===== config.mk =====
export PLATFORM = sky130hd
export DESIGN_NAME = cr16_alu_arbiter
export DESIGN_NICKNAME = d
export VERILOG_FILES = /design/src/rtl/cr16_alu_arbiter.sv
export SDC_FILE = /design/constraint.sdc
export NUM_CORES = 1
export LEC_CHECK = 0
export ABC_CLOCK_PERIOD_IN_PS = 2550
export CAP_MARGIN = 10
export CELL_PAD_IN_SITES_DETAIL_PLACEMENT = 1
export CELL_PAD_IN_SITES_GLOBAL_PLACEMENT = 1
export CORE_UTILIZATION = 45
export DETAILED_ROUTE_END_ITERATION = 6
export DONT_BUFFER_PORTS = 1
export GPL_TIMING_DRIVEN = 0
export PLACE_DENSITY = 0.88
export SETUP_SLACK_MARGIN = 0.3
export SYNTH_ARGS = -nofsm -noshare
export SYNTH_HDL_FRONTEND = slang
export SYNTH_SLANG_ARGS = --single-unit
export TNS_END_PERCENT = 5

===== constraint.sdc =====
create_clock -name I_CLK -period 2.55 [get_ports I_CLK]
set_clock_uncertainty 0.05 [all_clocks]
set_input_delay 0.3825 -clock I_CLK [delete_from_list [all_inputs] [get_ports I_CLK]]
set_output_delay 0.3825 -clock I_CLK [all_outputs]
set_load 0.02 [all_outputs]

===== src/rtl/cr16_alu_arbiter.sv =====
// Shares one CR16 ALU between two requesters: arbitrate, pulse the ALU enable, capture and return the result.
// Define CR16_ALU_ARB_FIXED_PRIORITY_EN for fixed priority (requester 0 wins); otherwise round-robin.
module cr16_alu_arbiter #(
  parameter int P_WIDTH = 16
) (
  input  logic                 I_CLK,
  input  logic                 I_NRESET,
  input  logic [1:0]           I_REQ_VALID,
  output logic [1:0]           O_REQ_READY,
  input  logic [7:0]           I_REQ_OPCODE,
  input  logic [2*P_WIDTH-1:0] I_REQ_A,
  input  logic [2*P_WIDTH-1:0] I_REQ_B,
  output logic [1:0]           O_RSP_VALID,
  input  logic [1:0]           I_RSP_READY,
  output logic [P_WIDTH-1:0]   O_RSP_C,
  output logic [4:0]           O_RSP_STATUS,
  output logic [4:0]           O_PSR,
  output logic                 O_BUSY,
  output logic                 O_ALU_ENABLE,
  output logic [3:0]           O_ALU_OPCODE,
  output logic [P_WIDTH-1:0]   O_ALU_A,
  output logic [P_WIDTH-1:0]   O_ALU_B,
  input  logic [P_WIDTH-1:0]   I_ALU_C,
  input  logic [4:0]           I_ALU_STATUS
);

  typedef enum logic [1:0] {
    S_IDLE,
    S_ISSUE,
    S_WAIT,
    S_RESP
  } state_t;

  localparam logic [3:0] LP_OP_UNDEF = 4'hF;

  state_t               r_state;
  state_t               w_next;
  logic                 r_grant;
  logic [3:0]           r_opcode;
  logic [P_WIDTH-1:0]   r_a;
  logic [P_WIDTH-1:0]   r_b;
  logic [P_WIDTH-1:0]   r_rsp_c;
  logic [4:0]           r_rsp_status;
  logic [4:0]           r_psr;
  logic                 w_grant;
  logic                 w_accept;
  logic                 w_rsp_hs;
  logic [3:0]           w_op;
  logic [P_WIDTH-1:0]   w_a;
  logic [P_WIDTH-1:0]   w_b;

`ifdef CR16_ALU_ARB_FIXED_PRIORITY_EN
  always_comb begin
    w_grant = 1'b0;
    if (!I_REQ_VALID[0] && I_REQ_VALID[1]) w_grant = 1'b1;
  end
`else
  logic r_ptr;

  // The pointer names the favoured requester; the other wins only when the favoured one is idle.
  always_comb begin
    w_grant = r_ptr;
    if (!I_REQ_VALID[r_ptr] && I_REQ_VALID[~r_ptr]) w_grant = ~r_ptr;
  end
`endif

  assign w_op = w_grant ? I_REQ_OPCODE[7:4] : I_REQ_OPCODE[3:0];
  assign w_a  = w_grant ? I_REQ_A[2*P_WIDTH-1:P_WIDTH] : I_REQ_A[P_WIDTH-1:0];
  assign w_b  = w_grant ? I_REQ_B[2*P_WIDTH-1:P_WIDTH] : I_REQ_B[P_WIDTH-1:0];

  always_comb begin
    w_next       = r_state;
    w_accept     = 1'b0;
    w_rsp_hs     = 1'b0;
    O_REQ_READY  = 2'b00;
    O_RSP_VALID  = 2'b00;
    O_ALU_ENABLE = 1'b0;
    O_BUSY       = (r_state != S_IDLE);
    case (r_state)
      S_IDLE: begin
        O_REQ_READY = w_grant ? 2'b10 : 2'b01;
        w_accept    = I_REQ_VALID[w_grant];
        if (w_accept) w_next = (w_op == LP_OP_UNDEF) ? S_RESP : S_ISSUE;
      end
      S_ISSUE: begin
        O_ALU_ENABLE = 1'b1;
        w_next       = S_WAIT;
      end
      S_WAIT: w_next = S_RESP;
      S_RESP: begin
        O_RSP_VALID = r_grant ? 2'b10 : 2'b01;
        w_rsp_hs    = I_RSP_READY[r_grant];
        if (w_rsp_hs) w_next = S_IDLE;
      end
      default: w_next = S_IDLE;
    endcase
  end

  // Undefined opcode skips the ALU entirely, so its zero response is loaded at accept.
  always_ff @(posedge I_CLK) begin
    if (!I_NRESET) begin
      r_state      <= S_IDLE;
      r_grant      <= 1'b0;
      r_opcode     <= '0;
      r_a          <= '0;
      r_b          <= '0;
      r_rsp_c      <= '0;
      r_rsp_status <= '0;
      r_psr        <= '0;
`ifndef CR16_ALU_ARB_FIXED_PRIORITY_EN
      r_ptr        <= 1'b0;
`endif
    end else begin
      r_state <= w_next;
      if (w_accept) begin
        r_grant  <= w_grant;
        r_opcode <= w_op;
        r_a      <= w_a;
        r_b      <= w_b;
        if (w_op == LP_OP_UNDEF) begin
          r_rsp_c      <= '0;
          r_rsp_status <= '0;
        end
      end
      if (r_state == S_WAIT) begin
        r_rsp_c      <= I_ALU_C;
        r_rsp_status <= I_ALU_STATUS;
        r_psr        <= I_ALU_STATUS;
      end
`ifndef CR16_ALU_ARB_FIXED_PRIORITY_EN
      if (w_rsp_hs) r_ptr <= ~r_grant;
`endif
    end
  end

  assign O_RSP_C      = r_rsp_c;
  assign O_RSP_STATUS = r_rsp_status;
  assign O_PSR        = r_psr;
  assign O_ALU_OPCODE = r_opcode;
  assign O_ALU_A      = r_a;
  assign O_ALU_B      = r_b;

endmodule


==> results.md, run 1 <==
* FF+latch count, synth at between 60 and 70
* P_leak at 1.52 nW
* Unique masters post-synth at 33
* Post-route ant nets at 0
* Relative slew margins at 62.2%
* WP data arrival at 1.71 ns
* Post-DR wirelength/cell at 19.6 um
* Initial Utilization at roughly 48%
* Vias per Instance at 5.82
* Commonest non-fill, non-tap cells in the layout: dfxtp_1 (66), mux2i_1 (41), nand2_1 (40)
* Fin. Hold Viols at 0
* Crit path from: r_ptr
* Crit-path max FO at 10
* Status: completed
* TritonCTS clock tree: built
* Worst hold path class: primary input to flip-flop
* Layout cells sized above 1 at 11.5%
* Final period util at 84.0%
* Synth Cell Area at 2870 sq um
* Die area at ~6700 sq um
* CTS H-tree lvls at 3
* Remaining DRCs at 0
* CP Launch Type: flip-flop
* Reg2reg start: r_state[0]
* Floorplan core area at 6030 sq um
* Met2 Use GR at 35.9%
* Syn nets at about 380
* Worst VDD drop at 435 uV
* Synth Area in Compound Gates at between 20 and 25%
* Vias in the first global route at around 2,100
* First-pass DRT Iterations at 4
* Routed Wire Length at 7130 um
* Cts bufs inserted at 9
* Post-Synth Simple-Gate Area at 10.1%
* GR Overflow Total at 0
* Hold Buf Count CTS at 0
* Largest net degree at the start of global routing at 12
* M3 GR Usage at 8.33%
* Initial antenna violation count at 0
* Area growth from synthesis to layout at 10.8%
* Final setup fails at 0
* Nets at 387
* Peak Freq at 0.467 GHz
* Busiest layer in global routing: met2
* Port-buffer cells at 0
* Max Transition Viols Final at 0
* Min-Delay Startpoint: I_ALU_C[14]
* Pwr Density at 961 nW/um^2
* First DRT Iteration DRCs at between 70 and 80
* Mux cell area share after synthesis at between 10 and 15%
* Cell count after synthesis at 273
* Worst-Skew Late Latency at 0.33 ns
* N_diodes at 0
* First-pass GRT wire length at 10,400 um
* Routed vias at 2,111
* Post-DP HPWL at 5460 um
* Met1 Use GR at a little under a quarter
* Final min period at approximately 2.1 ns
* Req. time, crit path at 2.12 ns
* Top-Level Pins at 167
* Ys Warns at 0
* Avg Cell Area, Syn at 10.5 sq um
* CP Class: flip-flop to output port
* Post-Synth XOR/XNOR Area at 0%
* Final GP Congestion at 0.768
* Post-Synth Adder-Cell Area at 1.74%
* Util after Layout at 52.8%
* Row count at 28
* Clock Pin Slew Worst Setup and Hold Paths at 0.08 ns
* Post-synthesis sequential area ratio at between 40% and 50%
* Commonest non-fill, non-tap cell in the layout: dfxtp_1
* Setup tns final at 0 ns
* Root Buffer Master: clkbuf_8
* Worst setup EP type: output port
* DIE WIDTH at between 80 and 90 um
* Total track usage at 21.0%
* Number of max-cap violations at 0
* Worst-margin pin slew at 0.566 ns
* RSZ-0062 raised after global routing: false
* Die height at 81.9 um
* Sink Count at 66
* Largest family of logic cells by synthesized area: compound AO/OA/AOI/OAI gates
* Max Root-Sink Buffers at 2
-- metal layers --
layer,vias to the layer above,share of wire (%)
li1,1010,-
met1,1012,40
met2,80,51
met3,9,8.0
met4,0,1.3
met5,-,0
-- critical path, cell delays in order (launching register included) --
cell and delay [ns]:
dfxtp_1 0.45, a21o_4 0.18, buf_8 0.15, buf_2 0.31, and2_1 0.29
-- sequential cells by signal, indices dropped and copies added (netlist names) --
signal        count
O_RSP_C          16
r_grant           1
r_ptr             1
O_ALU_A          16
O_ALU_OPCODE      4
O_PSR             5
r_state           2
O_ALU_B          16
O_RSP_STATUS      5
-- through the flow --
step | total power [mW] | instance area, sq um | instances | worst slack (ns) | hold WS [ns]
2_1_floorplan | 1.99 | 2870 | 273 | 0.625 | 0.450
3_3_place_gp | 2.12 | 2970 | 348 | 0.131 | 0.458
3_5_place_dp | 2.15 | 2970 | 348 | 0.0342 | 0.463
4_1_cts | 3.09 | 3180 | 363 | 0.268 | 0.113
5_1_grt | 3.22 | 3180 | 363 | 0.299 | 0.101
6_report | 3.06 | 3180 | 363 | 0.409 | 0.121
-- synthesized netlist by cell type --
master     instances  share of area (%)
nor2_1             6               0.78
o21a_1             1               0.26
o211a_1           34                 12
buf_1              4               0.52
a32oi_1            1               0.30
nand2b_2           1               0.30
a21boi_0           1               0.26
a21o_4             1               0.52
nor2b_1            7                1.5
o21ai_0            2               0.35
nand2_1           40                5.2
nor4_1             1               0.22
dfxtp_1           66                 46
o2bb2ai_1          1               0.30
o21ai_1            1               0.17
mux2i_1           41                 14
and2_1             6                1.3
and4_1             1               0.30
and2b_1            1               0.26
buf_8              1               0.52
nand2b_1           1               0.22
a31oi_2            1               0.44
inv_1              4               0.52
buf_6              2               0.78
clkbuf_1          12                1.6
a32o_1             5                1.7
ha_1               4                1.7
o31ai_1            1               0.26
a211oi_2           1               0.44
o311a_4            1               0.74
a22o_1            16                4.9
a21oi_1            4               0.70
buf_2              4               0.70
-- worst paths after layout --
| path | end | slack (ns) | depth (start not counted) |
|---|---|---|---|
| max | O_REQ_READY[1] | 0.41 | 4 |
| min | O_RSP_C[14] | 0.12 | 1 |
| max reg2reg | O_RSP_C[13] | 0.44 | 9 |
| min reg2reg | r_state[0] | 0.53 | 2 |
-- repair_timing --
| action | 4_1_cts | 5_1_grt |
|---|---|---|
| endpoints found under the hold margin | 0 | 0 |
| resized for setup | 5 | 2 |
| endpoints found under the setup margin | 29 | 52 |
| buffers inserted | 0 | 0 |
-- final cells by class --
class / instances / area, sq um
fill: 683 / 2840
multi-input combinational: 180 / 1420
sequential: 66 / 1320
clock buffer: 9 / 124
buffer: 23 / 123
tap: 75 / 93.8
clock inverter: 6 / 82.6
inverter: 4 / 15.0
-- power by group --
group	leakage (nW)	internal (mW)	total [mW]	switching, mW
Clock	0.105	0.540	0.928	0.388
Combinational	0.873	0.273	0.634	0.361
Sequential	0.542	1.19	1.50	0.305
-- kinds of logic after synthesis --
| kind of cell | after synthesis |
|---|---|
| buffers and inverters | 27 |
| AND/OR/NAND/NOR | 64 |
| multiplexers | 41 |
| AO/OA/AOI/OAI | 71 |
| flip-flops | 66 |
| adder cells (fa/ha/maj) | 4 |
No activity file was read; power rests on OpenSTA's default activity.
==> inputs of run 2 (changes only) <==
--- a/config.mk
+++ b/config.mk
@@ -5,7 +5,7 @@
 export SDC_FILE = /design/constraint.sdc
 export NUM_CORES = 1
 export LEC_CHECK = 0
-export ABC_CLOCK_PERIOD_IN_PS = 2550
+export ABC_CLOCK_PERIOD_IN_PS = 2050
 export CAP_MARGIN = 10
 export CELL_PAD_IN_SITES_DETAIL_PLACEMENT = 1
 export CELL_PAD_IN_SITES_GLOBAL_PLACEMENT = 1
==> constraint.sdc (replaced) <==
create_clock -name I_CLK -period 2.05 [get_ports I_CLK]
set_clock_uncertainty 0.05 [all_clocks]
set_input_delay 0.3075 -clock I_CLK [delete_from_list [all_inputs] [get_ports I_CLK]]
set_output_delay 0.3075 -clock I_CLK [all_outputs]
set_load 0.02 [all_outputs]
==> run 2 against run 1 <==
  * Count of clock-buffer cells in the layout rose by 2
  * Clock power increased by 30%
  * Via count increased by 4.3%
  * Worst setup slack got worse by 0.17 ns
  * Critical endpoint is now O_RSP_C[14]
  * Largest cell class unchanged
  * Highest routed layer unchanged
==> results.md, run 2 (synthesis results as in run 1) <==
* Status: completed (unchanged)
* Filler cells at 651 (was 683)
* N_diodes at 0 (unchanged)
* Post-DR wirelength/cell at 20.8 um (was 19.6 um)
* Floorplan core area at 6030 sq um (unchanged)
* Max Root-Sink Buffers at 2 (unchanged)
* Hold Buf Count CTS at 0 (unchanged)
* Logic pwr share at 23.5% (was 20.7%)
* Layout cells sized above 1 at 19.5% (was 11.5%)
* Die area at 6710 sq um (unchanged)
* Storage cell area at 1330 sq um (was 1320 sq um)
* Reg power frac at 46.4% (was 49.0%)
* Final period util at 88.5%
* Total power at 4.03 mW (was 3.06 mW)
* CP Launch Type: flip-flop (unchanged)
* WP data arrival at 1.98 ns (was 1.71 ns)
* Finished Cell Area at 3370 sq um (was 3180 sq um)
* Switching Share at 34.4% (about the same)
* Post-Route M1 WL at 2970 um (was 2820 um)
* Total track usage at 23.1% (was 21.0%)
* Worst VDD drop at 602 uV (was 435 uV)
* Vias per Instance at 5.90 (was 5.82)
* Post-route ant nets at 0 (unchanged)
* Peak Freq at 0.551 GHz
* Critical Path Max Stage Delay at 0.36 ns (was 0.45 ns)
* Req. time, crit path at 2.22 ns (was 2.12 ns)
* Fin. Hold Viols at 0 (unchanged)
* Cts bufs inserted at 9 (unchanged)
* Sink Count at 66 (unchanged)
* Final Non-Filler Cells at 373 (was 363)
* CTS H-tree lvls at 3 (unchanged)
* First DRT Iteration DRCs at 45 (was 78)
* DP Cell Count at 348 (unchanged)
* Met3 WL post-DR at 461 um (was 569 um)
* Initial antenna violation count at 0 (unchanged)
* Crit-path max FO at 5 (was 10)
* Nets at 396 (was 387)
* First-pass DRT Iterations at 4 (unchanged)
* Worst-margin pin slew at 0.541 ns (was 0.566 ns)
* Buf/Inv on CP at 3 (was 2)
* DIE WIDTH at 81.9 um (unchanged)
* Critical path cell sequence: inv_2, ha_4, buf_8, and4_4, a21oi_4, o311a_4, buf_6, a22o_1 (was a21o_4, buf_8, buf_2, and2_1)
* First-pass GRT wire length at 11,600 um (was 10,400 um)
* Remaining DRCs at 0 (unchanged)
* Final setup fails at 0 (unchanged)
* P_sw at 1.39 mW (was 1.05 mW)
* Commonest non-fill, non-tap cell in the layout: dfxtp_1 (unchanged)
* RSZ-0062 raised after global routing: true (was false)
* TritonCTS clock tree: built (unchanged)
* Top-Level Pins at 167 (unchanged)
* Die height at 81.9 um (unchanged)
* Number of max-cap violations at 0 (unchanged)
* Final GP Congestion at 0.716 (was 0.768)
* Max Transition Viols Final at 0 (unchanged)
* CP max stage cell: o311a_4 (was dfxtp_1)
* Routed Wire Length at 7780 um (was 7130 um)
* Area of the multi-input gates at 1480 sq um (was 1420 sq um)
* Routed vias at 2,202 (was 2,111)
* Worst setup EP type: flip-flop (was output port)
* Area growth from synthesis to layout at 17.2% (was 10.8%)
* Root Buffer Master: clkbuf_8 (unchanged)
* Util after Layout at 55.9% (was 52.8%)
* Commonest non-fill, non-tap cells in the layout: dfxtp_1 (63), mux2i_1 (41), nand2_1 (39) (was dfxtp_1 (66), mux2i_1 (41), nand2_1 (40))
* Internal power at 2.64 mW (was 2.01 mW)
* P_leak at 1.60 nW (was 1.52 nW)
* Setup slack, reg-to-reg at 0.24 ns (was 0.44 ns)
* Initial Utilization at 47.7% (unchanged)
* Clock share of power at 30.1% (was 30.3%)
* Post-DP HPWL at 5720 um (was 5460 um)
* CP delay by family, top: compound AO/OA/AOI/OAI gates (was buffers and inverters)
* Final min period at 1.81 ns
* Worst hold path class: primary input to flip-flop (unchanged)
* Largest net degree at the start of global routing at 12 (unchanged)
* Worst-Skew Late Latency at 0.33 ns (about the same)
* GR Overflow Total at 0 (unchanged)
* Area after DPL at 2990 sq um (was 2970 sq um)
* Row count at 28 (unchanged)
* Pwr Density at 1200 nW/um^2 (was 961 nW/um^2)
* Clock Pin Slew Worst Setup and Hold Paths at 0.08 ns (about the same)
* Relative slew margins at 64.0% (was 62.2%)
* Top routing layer in use: met4 (unchanged)
* Port-buffer cells at 0 (unchanged)
* DR WL met2 at 4220 um (was 3650 um)
* CP Class: flip-flop to flip-flop (was flip-flop to output port)
* Setup tns final at 0 ns (unchanged)
* Vias in the first global route at 2,383 (was 2,102)
-- run 2: cell types whose count changed in the layout (fill, tap and decap cells not counted), moves of 3 or more --
cell,before,now
buf_6,2,5
clkbuf_2,2,5
buf_2,6,2
buf_4,0,8
inv_1,4,1
dfxtp_1,66,63
-- run 2: worst reg2reg max path: stages (launching register included) --
cell and delay (ns):
dfxtp_2 0.33, inv_2 0.08, ha_4 0.14, buf_8 0.11
and4_4 0.23, a21oi_4 0.05, o311a_4 0.36, buf_6 0.15
a22o_1 0.22
-- run 2: metal layers --
layer	vias up	track usage, %
li1	1026	-
met4	0	8.95
met2	88	42.3
met1	1073	24.6
met3	15	6.67
met5	-	0
-- run 2: per-stage QoR --
step | worst slack, ns | hold slack, ns
after floorplan | 0.275 | 0.383
after global placement | -0.126 | 0.384
after detailed placement | -0.153 | 0.388
after CTS | 0.186 | 0.0371
after global routing | 0.189 | 0.0314
final | 0.236 | 0.0473
-- run 2: repair_timing --
| item | in CTS | in global routing |
|---|---|---|
| gates resized for setup | 23 | 11 |
| setup endpoints to repair | 57 | 58 |
| setup buffers | 6 | 1 |
| cloned | 2 | 0 |
| pin swaps | 10 | 2 |
-- run 2: path summary, 6_finish.rpt --
kind | startpoint | endpoint | cells past startpoint
max | r_state[1] | O_RSP_C[14] | 8
min | I_ALU_C[12] | O_RSP_C[12] | 1
max reg2reg | r_state[1] | O_RSP_C[14] | 8
min reg2reg | O_ALU_OPCODE[2] | O_ALU_OPCODE[2] | 2
-- run 2: power groups by stage --
stage	combinational (mW)	clock, mW	sequential (mW)
after floorplan	0.654	0	1.84
after global placement	0.770	0	1.89
after detailed placement	0.810	0	1.90
after CTS	0.913	1.23	1.87
after global routing	1.04	1.29	1.89
final	0.949	1.21	1.87
-- run 2: area by class of cell --
| class | instances | area share (%) |
|---|---|---|
| clock inverter | 5 | 2.30 |
| multi-input combinational | 180 | 44.0 |
| inverter | 4 | 0.557 |
| sequential | 66 | 39.4 |
| timing repair buffer | 9 | 2.23 |
| clock buffer | 11 | 4.20 |
| tap | 75 | 2.79 |
| buffer | 23 | 4.50 |
==> inputs of run 3 (changes only) <==
--- a/config.mk
+++ b/config.mk
@@ -5,15 +5,15 @@
 export SDC_FILE = /design/constraint.sdc
 export NUM_CORES = 1
 export LEC_CHECK = 0
-export ABC_CLOCK_PERIOD_IN_PS = 2050
+export ABC_CLOCK_PERIOD_IN_PS = 2100
 export CAP_MARGIN = 10
 export CELL_PAD_IN_SITES_DETAIL_PLACEMENT = 1
 export CELL_PAD_IN_SITES_GLOBAL_PLACEMENT = 1
-export CORE_UTILIZATION = 45
+export CORE_UTILIZATION = 48
 export DETAILED_ROUTE_END_ITERATION = 6
 export DONT_BUFFER_PORTS = 1
 export GPL_TIMING_DRIVEN = 0
-export PLACE_DENSITY = 0.88
+export PLACE_DENSITY = 0.94
 export SETUP_SLACK_MARGIN = 0.3
 export SYNTH_ARGS = -nofsm -noshare
 export SYNTH_HDL_FRONTEND = slang
==> constraint.sdc (replaced) <==
create_clock -name I_CLK -period 2.1 [get_ports I_CLK]
set_clock_uncertainty 0.05 [all_clocks]
set_input_delay 0.315 -clock I_CLK [delete_from_list [all_inputs] [get_ports I_CLK]]
set_output_delay 0.315 -clock I_CLK [all_outputs]
set_load 0.02 [all_outputs]
==> run 3 against run 2 <==
  * Sequential share of layout area increased by 0.19 points
  * Clock power decreased by 13%
  * Via count increased by 2.6%
  * Utilization increased by 3.5 points
  * Register-to-register slack got worse by 0.02 ns
  * Worst setup slack got worse by 0.021 ns
  * Hold slack improved by 0.0047 ns
  * Non-clock buffer count increased by 4
  * Sequential power decreased by 3%
  * Total power decreased by 4.5%
  * Count of clock-buffer cells in the layout decreased by 2
  * Critical path type unchanged
==> results.md, run 3 (synthesis results as in run 1) <==
* Status: completed (unchanged)
* Max Transition Viols Final at 0 (unchanged)
* Setup slack, reg-to-reg at 0.21 ns (was 0.24 ns)
* Total power at 3.85 mW (was 4.03 mW)
* Util after Layout at 59.4% (was 55.9%)
* RSZ-0062 raised after global routing: true (unchanged)
* Die area at 6300 sq um (was 6710 sq um)
* Top-Level Pins at 167 (unchanged)
* Layout cells sized above 1 at 20.5% (was 19.5%)
* Relative slew margins at 65.1% (was 64.0%)
* Worst-Skew Late Latency at 0.34 ns (was 0.33 ns)
* Floorplan core area at 5640 sq um (was 6030 sq um)
* Worst Reg2Reg Path Length in Cells at 9 (was 8)
* TritonCTS clock tree: built (unchanged)
* Pwr Density at 1150 nW/um^2 (was 1200 nW/um^2)
* Hold Buf Count CTS at 0 (unchanged)
* Fin. Hold Viols at 0 (unchanged)
* Clock Pin Slew Worst Setup and Hold Paths at 0.07 ns (was 0.08 ns)
* Post-route ant nets at 0 (unchanged)
* Largest net degree at the start of global routing at 13 (was 12)
* Area of the multi-input gates at 1460 sq um (was 1480 sq um)
* Cts bufs inserted at 9 (unchanged)
* Worst setup EP type: flip-flop (unchanged)
* First DRT Iteration DRCs at 43 (was 45)
* Root Buffer Master: clkbuf_8 (unchanged)
* First-pass GRT wire length at 12,200 um (was 11,600 um)
* Reg2reg start: r_state[1] (unchanged)
* Worst Slack Setup Final at 0.215 ns (was 0.236 ns)
* GR Overflow Total at 0 (unchanged)
* Worst VDD drop at 526 uV (was 602 uV)
* Routed vias at 2,259 (was 2,202)
* Number of max-cap violations at 0 (unchanged)
* Routed Wire Length at 8090 um (was 7780 um)
* Initial Utilization at 50.9% (was 47.7%)
* First-pass DRT Iterations at 4 (unchanged)
* Final hold slack at 0.0521 ns (was 0.0473 ns)
* Die height at 79.4 um (was 81.9 um)
* P_leak at 1.59 nW (was 1.60 nW)
* Vias per Instance at 6.04 (was 5.90)
* Final period util at 89.8% (was 88.5%)
* Commonest non-fill, non-tap cells in the layout: dfxtp_1 (63), mux2i_1 (41), nand2_1 (39) (unchanged)
* Final Non-Filler Cells at 374 (was 373)
* Initial antenna violation count at 0 (unchanged)
* Filler cells at 611 (was 651)
* Total track usage at 25.8% (was 23.1%)
* Row count at 27 (was 28)
* Area growth from synthesis to layout at 16.6% (was 17.2%)
* CP Class: flip-flop to flip-flop (unchanged)
* Hold EP: O_RSP_C[6] (was O_RSP_C[12])
* Crit-path max FO at 5 (unchanged)
* Worst hold path class: primary input to flip-flop (unchanged)
* Sink Count at 66 (unchanged)
* Setup tns final at 0 ns (unchanged)
* Peak Freq at 0.530 GHz (was 0.551 GHz)
* Pre-CTS WS at -0.133 ns (was -0.153 ns)
* RR Endpoint: O_RSP_C[11] (was O_RSP_C[14])
* Remaining DRCs at 0 (unchanged)
* Worst-margin pin slew at 0.523 ns (was 0.541 ns)
* Max Root-Sink Buffers at 2 (unchanged)
* WP data arrival at 2.06 ns (was 1.98 ns)
* Final setup fails at 0 (unchanged)
* Vias in the first global route at 2,415 (was 2,383)
* CP Launch Type: flip-flop (unchanged)
* Final min period at 1.89 ns (was 1.81 ns)
* DIE WIDTH at 79.4 um (was 81.9 um)
* Post-DP HPWL at 5840 um (was 5720 um)
* Area after DPL at 2980 sq um (was 2990 sq um)
* N_diodes at 0 (unchanged)
* Commonest non-fill, non-tap cell in the layout: dfxtp_1 (unchanged)
* Hold Path Cell Cnt at 1 (unchanged)
* Port-buffer cells at 0 (unchanged)
* Crit path from: r_state[1] (unchanged)
* Nets at 400 (was 396)
* Storage cell area at 1330 sq um (unchanged)
* Finished Cell Area at 3350 sq um (was 3370 sq um)
* Min-Delay Startpoint: I_ALU_C[6] (was I_ALU_C[12])
* CTS H-tree lvls at 3 (unchanged)
* Post-DR wirelength/cell at 21.6 um (was 20.8 um)
* DP Cell Count at 345 (was 348)
* Final GP Congestion at 0.745 (was 0.716)
* Req. time, crit path at 2.27 ns (was 2.22 ns)
==> run 3: changes by cell type in the layout (fill, tap and decap cells not counted), sizes merged <==
cell,delta
clkbuf,-5
buf,+7
bufinv,-1
clkinvlp,+3
==> run 3: worst max-delay path by stage <==
stage                                end
after floorplan               O_RSP_C[0]
after global placement       O_ALU_A[11]
after detailed placement     O_ALU_B[15]
after CTS                 O_REQ_READY[1]
after global routing          O_RSP_C[9]
final                        O_RSP_C[11]
==> run 3: per-layer routing <==
metal	global-route usage [%]	up-vias	part of all wire [%]
li1	-	1036	-
met1	25.8	1097	36
met4	14.2	0	2.6
met5	0	-	0
met3	6.67	22	5.8
met2	48.0	104	55
==> run 3: report_power, final <==
| part | leakage, nW | internal [mW] | total (mW) | switching, mW |
|---|---|---|---|---|
| Clock | 0.0873 | 0.543 | 1.05 | 0.511 |
| Sequential | 0.544 | 1.45 | 1.82 | 0.371 |
| Combinational | 0.959 | 0.459 | 0.972 | 0.513 |
| Total | 1.59 | 2.45 | 3.85 | 1.40 |
==> run 3: timing repair <==
item                                    4_1_cts  5_1_grt
resized for setup                            29        6
pin swaps                                     4       15
setup buffers                                 8        3
endpoints found under the setup margin       57       54
gates cloned                                  2        0
==> run 3: worst max-delay path, cell delays in order (launching register included) <==
cell and delay, ns:
dfxtp_2 0.34, inv_2 0.09, ha_4 0.15, buf_8 0.12, nand2_4 0.05, a21oi_2 0.11
a21oi_2 0.09, o311a_4 0.42, buf_6 0.14, a22o_1 0.22
==> run 3: layout make-up <==
cell class                      instances  area share [%]
Clock inverter                          7            2.09
Timing Repair Buffer                   13            3.14
Tap cell                               72            2.69
Clock buffer                            9            3.70
Sequential cell                        66            39.6
Buffer                                 23            4.52
Multi-Input combinational cell        180            43.7
Inverter                                4           0.560
